**src/rtl/jbi_ncio_mto_pkg.sv**
```systemverilog
// Shared constants and the lowest-set-bit helper for the NCIO mondo/PIO timeout controller.
package jbi_ncio_mto_pkg;

    localparam int unsigned MTO_NUM_TAGS = 4;
    localparam int unsigned MTO_TAG_W    = 2;
    localparam int unsigned MTO_CNT_W    = 24;

    // Index of the lowest set bit; 0 when the vector is empty.
    function automatic logic [MTO_TAG_W-1:0] mto_lowest(input logic [MTO_NUM_TAGS-1:0] vec);
        logic [MTO_TAG_W-1:0] idx;
        idx = '0;
        for (int i = MTO_NUM_TAGS - 1; i >= 0; i--) begin
            if (vec[i]) idx = MTO_TAG_W'(i);
        end
        return idx;
    endfunction

endpackage

```
**src/rtl/jbi_ncio_mto_tick.sv**
```systemverilog
// Programmable interval down-counter producing the shared timeout_wrap tick.
module jbi_ncio_mto_tick
    import jbi_ncio_mto_pkg::*;
#(
    parameter int unsigned CNT_W = MTO_CNT_W
) (
    input  logic             clk,
    input  logic             rst,
    input  logic [CNT_W-1:0] csr_tmo_val,
    output logic             timeout_wrap
);

    logic [CNT_W-1:0] cnt_q, cnt_d;

    // A zero count means "not loaded yet" (after reset or while disabled), so it reloads too.
    always_comb begin
        cnt_d = cnt_q;
        if (cnt_q == '0 || cnt_q == CNT_W'(1)) begin
            cnt_d = csr_tmo_val;
        end else begin
            cnt_d = cnt_q - CNT_W'(1);
        end
    end

    assign timeout_wrap = (cnt_q == CNT_W'(1));

    always_ff @(posedge clk) begin
        if (rst) begin
            cnt_q <= '0;
        end else begin
            cnt_q <= cnt_d;
        end
    end

endmodule

```
**src/rtl/jbi_ncio_mto_ctl.sv**
```systemverilog
// NCIO timeout controller: tag allocation, slice set/clear, completion/timeout retirement, reports.
// Optional error log enabled by defining JBI_NCIO_MTO_ERR_LOG_EN.
module jbi_ncio_mto_ctl
    import jbi_ncio_mto_pkg::*;
#(
    parameter int unsigned NUM_TAGS = MTO_NUM_TAGS,
    parameter int unsigned TAG_W    = MTO_TAG_W,
    parameter int unsigned CNT_W    = MTO_CNT_W
) (
    input  logic                clk,
    input  logic                rst,
    input  logic [CNT_W-1:0]    csr_tmo_val,
    input  logic                req_vld,
    output logic                req_rdy,
    output logic [TAG_W-1:0]    req_tag,
    input  logic                cmp_vld,
    input  logic [TAG_W-1:0]    cmp_tag,
    output logic                cmp_spurious,
    output logic                timeout_wrap,
    output logic [NUM_TAGS-1:0] int_vld,
    output logic [NUM_TAGS-1:0] int_rst_l,
    input  logic [NUM_TAGS-1:0] timeout_err,
    output logic                tmo_err_vld,
    output logic [TAG_W-1:0]    tmo_err_tag
`ifdef JBI_NCIO_MTO_ERR_LOG_EN
    ,
    input  logic                err_log_clr,
    output logic                err_log_vld,
    output logic [TAG_W-1:0]    err_log_tag,
    output logic                err_log_ovf
`endif
);

    logic [NUM_TAGS-1:0] busy_q, busy_d, pend_q, pend_d;
    logic [NUM_TAGS-1:0] int_vld_q, int_rst_l_q;
    logic [NUM_TAGS-1:0] free, grant_oh, cmp_oh, tmo_set, rpt_oh;
    logic                grant, cmp_hit, rpt_fire;
    logic [TAG_W-1:0]    rpt_tag;
    logic                cmp_spurious_q, tmo_err_vld_q;
    logic [TAG_W-1:0]    tmo_err_tag_q;

    jbi_ncio_mto_tick #(
        .CNT_W (CNT_W)
    ) u_tick (
        .clk          (clk),
        .rst          (rst),
        .csr_tmo_val  (csr_tmo_val),
        .timeout_wrap (timeout_wrap)
    );

    assign free    = ~(busy_q | pend_q);
    assign req_rdy = |free;
    assign req_tag = TAG_W'(mto_lowest(MTO_NUM_TAGS'(free)));

    always_comb begin
        grant    = req_vld & req_rdy;
        grant_oh = grant ? (NUM_TAGS'(1) << req_tag) : '0;
        cmp_hit  = cmp_vld & busy_q[cmp_tag];
        cmp_oh   = cmp_hit ? (NUM_TAGS'(1) << cmp_tag) : '0;
        // Busy qualification hides the stale error while a registered clear is in flight;
        // a same-cycle completion wins over the error.
        tmo_set  = timeout_err & busy_q & ~cmp_oh;
        rpt_fire = |pend_q;
        rpt_tag  = TAG_W'(mto_lowest(MTO_NUM_TAGS'(pend_q)));
        rpt_oh   = rpt_fire ? (NUM_TAGS'(1) << rpt_tag) : '0;
        busy_d   = (busy_q | grant_oh) & ~cmp_oh & ~tmo_set;
        pend_d   = (pend_q & ~rpt_oh) | tmo_set;
    end

    always_ff @(posedge clk) begin
        if (rst) begin
            busy_q         <= '0;
            pend_q         <= '0;
            int_vld_q      <= '0;
            int_rst_l_q    <= '0;
            cmp_spurious_q <= 1'b0;
            tmo_err_vld_q  <= 1'b0;
            tmo_err_tag_q  <= '0;
        end else begin
            busy_q         <= busy_d;
            pend_q         <= pend_d;
            int_vld_q      <= grant_oh;
            int_rst_l_q    <= ~(cmp_oh | tmo_set);
            cmp_spurious_q <= cmp_vld & ~busy_q[cmp_tag];
            tmo_err_vld_q  <= rpt_fire;
            if (rpt_fire) tmo_err_tag_q <= rpt_tag;
        end
    end

    assign int_vld      = int_vld_q;
    assign int_rst_l    = int_rst_l_q;
    assign cmp_spurious = cmp_spurious_q;
    assign tmo_err_vld  = tmo_err_vld_q;
    assign tmo_err_tag  = tmo_err_tag_q;

`ifdef JBI_NCIO_MTO_ERR_LOG_EN
    logic             err_log_vld_q, err_log_ovf_q;
    logic [TAG_W-1:0] err_log_tag_q;

    // A report coinciding with clear is kept as a fresh first error.
    always_ff @(posedge clk) begin
        if (rst) begin
            err_log_vld_q <= 1'b0;
            err_log_tag_q <= '0;
            err_log_ovf_q <= 1'b0;
        end else if (err_log_clr) begin
            err_log_vld_q <= rpt_fire;
            err_log_tag_q <= rpt_fire ? rpt_tag : '0;
            err_log_ovf_q <= 1'b0;
        end else if (rpt_fire) begin
            if (err_log_vld_q) begin
                err_log_ovf_q <= 1'b1;
            end else begin
                err_log_vld_q <= 1'b1;
                err_log_tag_q <= rpt_tag;
            end
        end
    end

    assign err_log_vld = err_log_vld_q;
    assign err_log_tag = err_log_tag_q;
    assign err_log_ovf = err_log_ovf_q;
`endif

endmodule

```
**config.mk**
```make
export PLATFORM = sky130hd
export DESIGN_NAME = jbi_ncio_mto_ctl
export DESIGN_NICKNAME = d
export VERILOG_FILES = /design/src/rtl/jbi_ncio_mto_pkg.sv /design/src/rtl/jbi_ncio_mto_tick.sv /design/src/rtl/jbi_ncio_mto_ctl.sv
export SDC_FILE = /design/constraint.sdc
export NUM_CORES = 1
export LEC_CHECK = 0
export ABC_AREA = 1
export CAP_MARGIN = 20
export CELL_PAD_IN_SITES_DETAIL_PLACEMENT = 0
export CELL_PAD_IN_SITES_GLOBAL_PLACEMENT = 1
export CORE_ASPECT_RATIO = 0.7
export CORE_MARGIN = 2
export CORE_UTILIZATION = 39
export CTS_CLUSTER_DIAMETER = 150
export DETAILED_ROUTE_END_ITERATION = 10
export PLACE_DENSITY_LB_ADDON = 0.1
export SETUP_SLACK_MARGIN = 0.3
export SYNTH_ARGS = -nofsm -noshare
export SYNTH_HDL_FRONTEND = slang
export SYNTH_HIERARCHICAL = 1
export SYNTH_SLANG_ARGS = --single-unit
```
**constraint.sdc**
```tcl
create_clock -name clk -period 4.3 [get_ports clk]
set_input_delay 1.29 -clock clk [delete_from_list [all_inputs] [get_ports clk]]
set_output_delay 1.29 -clock clk [all_outputs]
set_load 0.01 [all_outputs]
```
==> impl_metrics.yaml <==
run_status:
  outcome: "finished, final reports clean"
min_path:
  hp-start: "tmo_err_tag[0]"
  holdPathEnd: "tmo_err_tag[0]"
  hold_class: "register to register"
  holdPathStages: 2
critical_path:
  critical_path.max_fanout: 6
  endpoint_kind: "output port"
  critical_path_class: "register to output port"
  r2r-start: "u_tick/cnt_q[1]"
  crit_arrival_ns: 1.93
  rr_worst_depth: 10
  startpoint_type: "register"
  reg2reg_slack_ns: 2.32
  cp.required_ns: 3.01
  r2r_end: "u_tick/cnt_q[16]"
yosys:
  synth_cell_types: 33
  synth.largest_area_cell: "dfxtp_1"
  synth_nets: 403
  synth-simple-area-share_pct: 42.0
  synth_compound_area_share_pct: 8.63
  synth_top_family_by_area: "simple AND/OR/NAND/NOR gates"
  syn_avg_cell_area_um2: 6.78
  synth_warnings: 6
  synth_top_area_share_pct: 35.5
  synth.area.top_cells: "dfxtp_1 36%, nand2_1 12%, nor2_1 9.8%"
  synth_area_mm2: 0.00248
  synthMuxAreaShare_pct: 0
  syn-instance-count: 366
  yosysSeqAreaShare_pct: 35.5
  synthXorXnorAreaFrac_pct: 2.83
  ys_ff_latch: 44
  synthAdderAreaFrac_pct: 1.51
routing:
  first_iter_violations: 118
  wl_um: 6350
  ant_nets: 0
  firstDrtPassIters: 4
  via_per_inst: 4.74
  drc: 0
  routedWlPerCell_um: 12.9
  vias: 2335
clock_tree:
  cts_resized: 0
  cts_hold_buf: 0
  cts.sinks: 44
  ctsRootBufferMaster: "clkbuf_8"
  cts_inserted_buffers: 5
  clock_path_buffers: 2
  path_clk_slew_ns: 0.08
  cts_htree_levels: 2
  cts_tree: "yes"
  clock_latency_ns: 0.30
  postCtsSetupRepairBufs: 0
global_routing:
  overflow: 0
  grt_pass1_vias: 2124
  grt_pass1_wl_um: 10500
  antenna_found_initial: 0
  grt_max_degree: 42
  grt_use_total_pct: 19.1
timing:
  layout_min_cycle_time_ns: 3.22
  drv_slew: 0
  final_hold_viol_count: 0
  setup_violations: 0
  timing.slew.headroom_pct: 49.8
  tightest_slew_ns: 0.750
  setup_slack_ns: 1.08
  fin_setup_tns_ns: 0
  period_share_pct: 74.9
  fin_skew_ns: 0.00458
  max_freq_ghz: 0.310
  hold_ws_ns: 0.485
  grt_setup_unrepaired: "no"
floorplan:
  num_rows: 24
  die-area_mm2: 0.00702
  io-pin-count: 50
  start_util_pct: 40.1
  core_area_mm2: 0.00619
  die_w_um: 99.3
  die_h_um: 70.7
placed_design:
  place_ws_ns: 1.40
  globalplace.congestion: 0.812
  port_buffers: 49
  dp_hpwl_um: 4770
final_layout:
  fin_util_pct: 50.4
  final_layout_size_suffix_gt1_share_pct: 12.0
  layout.nets: 453
  fillers: 636
  syn_to_final_growth_pct: 25.8
  n_antenna_cell: 0
  multi_input_area_mm2: 0.00136
  most-common-layout-cells: "79 x nand2_1, 65 x nor2_1, 49 x clkdlybuf4s50_1, 44 x inv_1, 44 x dfxtp_1"
  layout_commonest_cell: "nand2_1"
  regArea_um2: 881
pwr:
  cellPowerDensity_mw_per_mm2: 504
  finalPower_mw: 1.57
  irDropWorstVdd_mv: 0.182
  p_leak_nw: 1.42
flow_run:
  drv_cap: 0
## synth_stat cells, drive strengths merged
cell / number
nand2: 84
buf: 7
and2: 1
nor4: 1
nand3b: 4
inv: 46
o21ai: 22
dfxtp: 44
a31oi: 2
xnor2: 5
a21oi: 16
nand4: 7
ha: 3
nor3: 6
nor2: 86
xor2: 3
nand3: 28
clkinv: 1
## registers in the layout (all words and copies together) (netlist names)
signal,cells
busy_q,4
cmp_spurious,1
int_rst_l,4
int_vld,4
pend_q,4
tmo_err_tag,2
tmo_err_vld,1
u_tick/cnt_q,24
## layout make-up
cell class	count	share of cell area [%]
Timing Repair Buffer	50	16.0
Clock buffer	5	2.21
Sequential cell	44	28.2
Tap cell	78	3.13
Clock inverter	1	0.963
Multi-Input combinational cell	268	43.7
Inverter	47	5.82
## worst max-delay path by stage
stage	start	endpoint	slack, ns	cells after the start
CTS	u_tick/cnt_q[14]	timeout_wrap	1.06	6
global placement	u_tick/cnt_q[8]	timeout_wrap	1.42	6
floorplan	u_tick/cnt_q[10]	timeout_wrap	1.99	5
global route	u_tick/cnt_q[15]	timeout_wrap	0.92	6
finish	u_tick/cnt_q[14]	timeout_wrap	1.08	6
detailed placement	u_tick/cnt_q[14]	timeout_wrap	1.40	6
## worst max-delay path, stage by stage (launching register included)
cell and delay, ns:
dfxtp_1 0.35, nor2_1 0.17, nand2_1 0.11, nor2_4 0.18, nand2_1 0.08, nor3_1 0.17
clkdlybuf4s50_1 0.57
## metrics by stage
stage | instance area, um^2 | instances
2_1_floorplan | 2480 | 366
3_3_place_gp | 3020 | 487
3_5_place_dp | 3020 | 487
4_1_cts | 3120 | 493
5_1_grt | 3120 | 493
6_report | 3120 | 493
## metal layers
metal | vias to the layer above | share of wire [%] | track usage [%]
met5 | - | 0 | 0
met2 | 55 | 34 | 22.6
li1 | 1253 | - | -
met1 | 1020 | 58 | 33.1
met3 | 7 | 7.3 | 4.15
met4 | 0 | 0.87 | 4.57
## kinds of logic (layout without fill, tap and decap cells)
group | after synthesis | in the layout
adder cells (fa/ha/maj) | 3 | 3
buffers and inverters | 54 | 103
AND/OR/NAND/NOR | 217 | 217
flip-flops | 44 | 44
AO/OA/AOI/OAI | 40 | 40
XOR/XNOR | 8 | 8
## power breakdown
| part | switching [mW] | total (mW) | internal, mW |
|---|---|---|---|
| logic | 0.467 | 0.732 | 0.265 |
| clock network | 0.144 | 0.311 | 0.167 |
| registers | 0.0591 | 0.530 | 0.471 |
(Power assumes the default switching activity.)
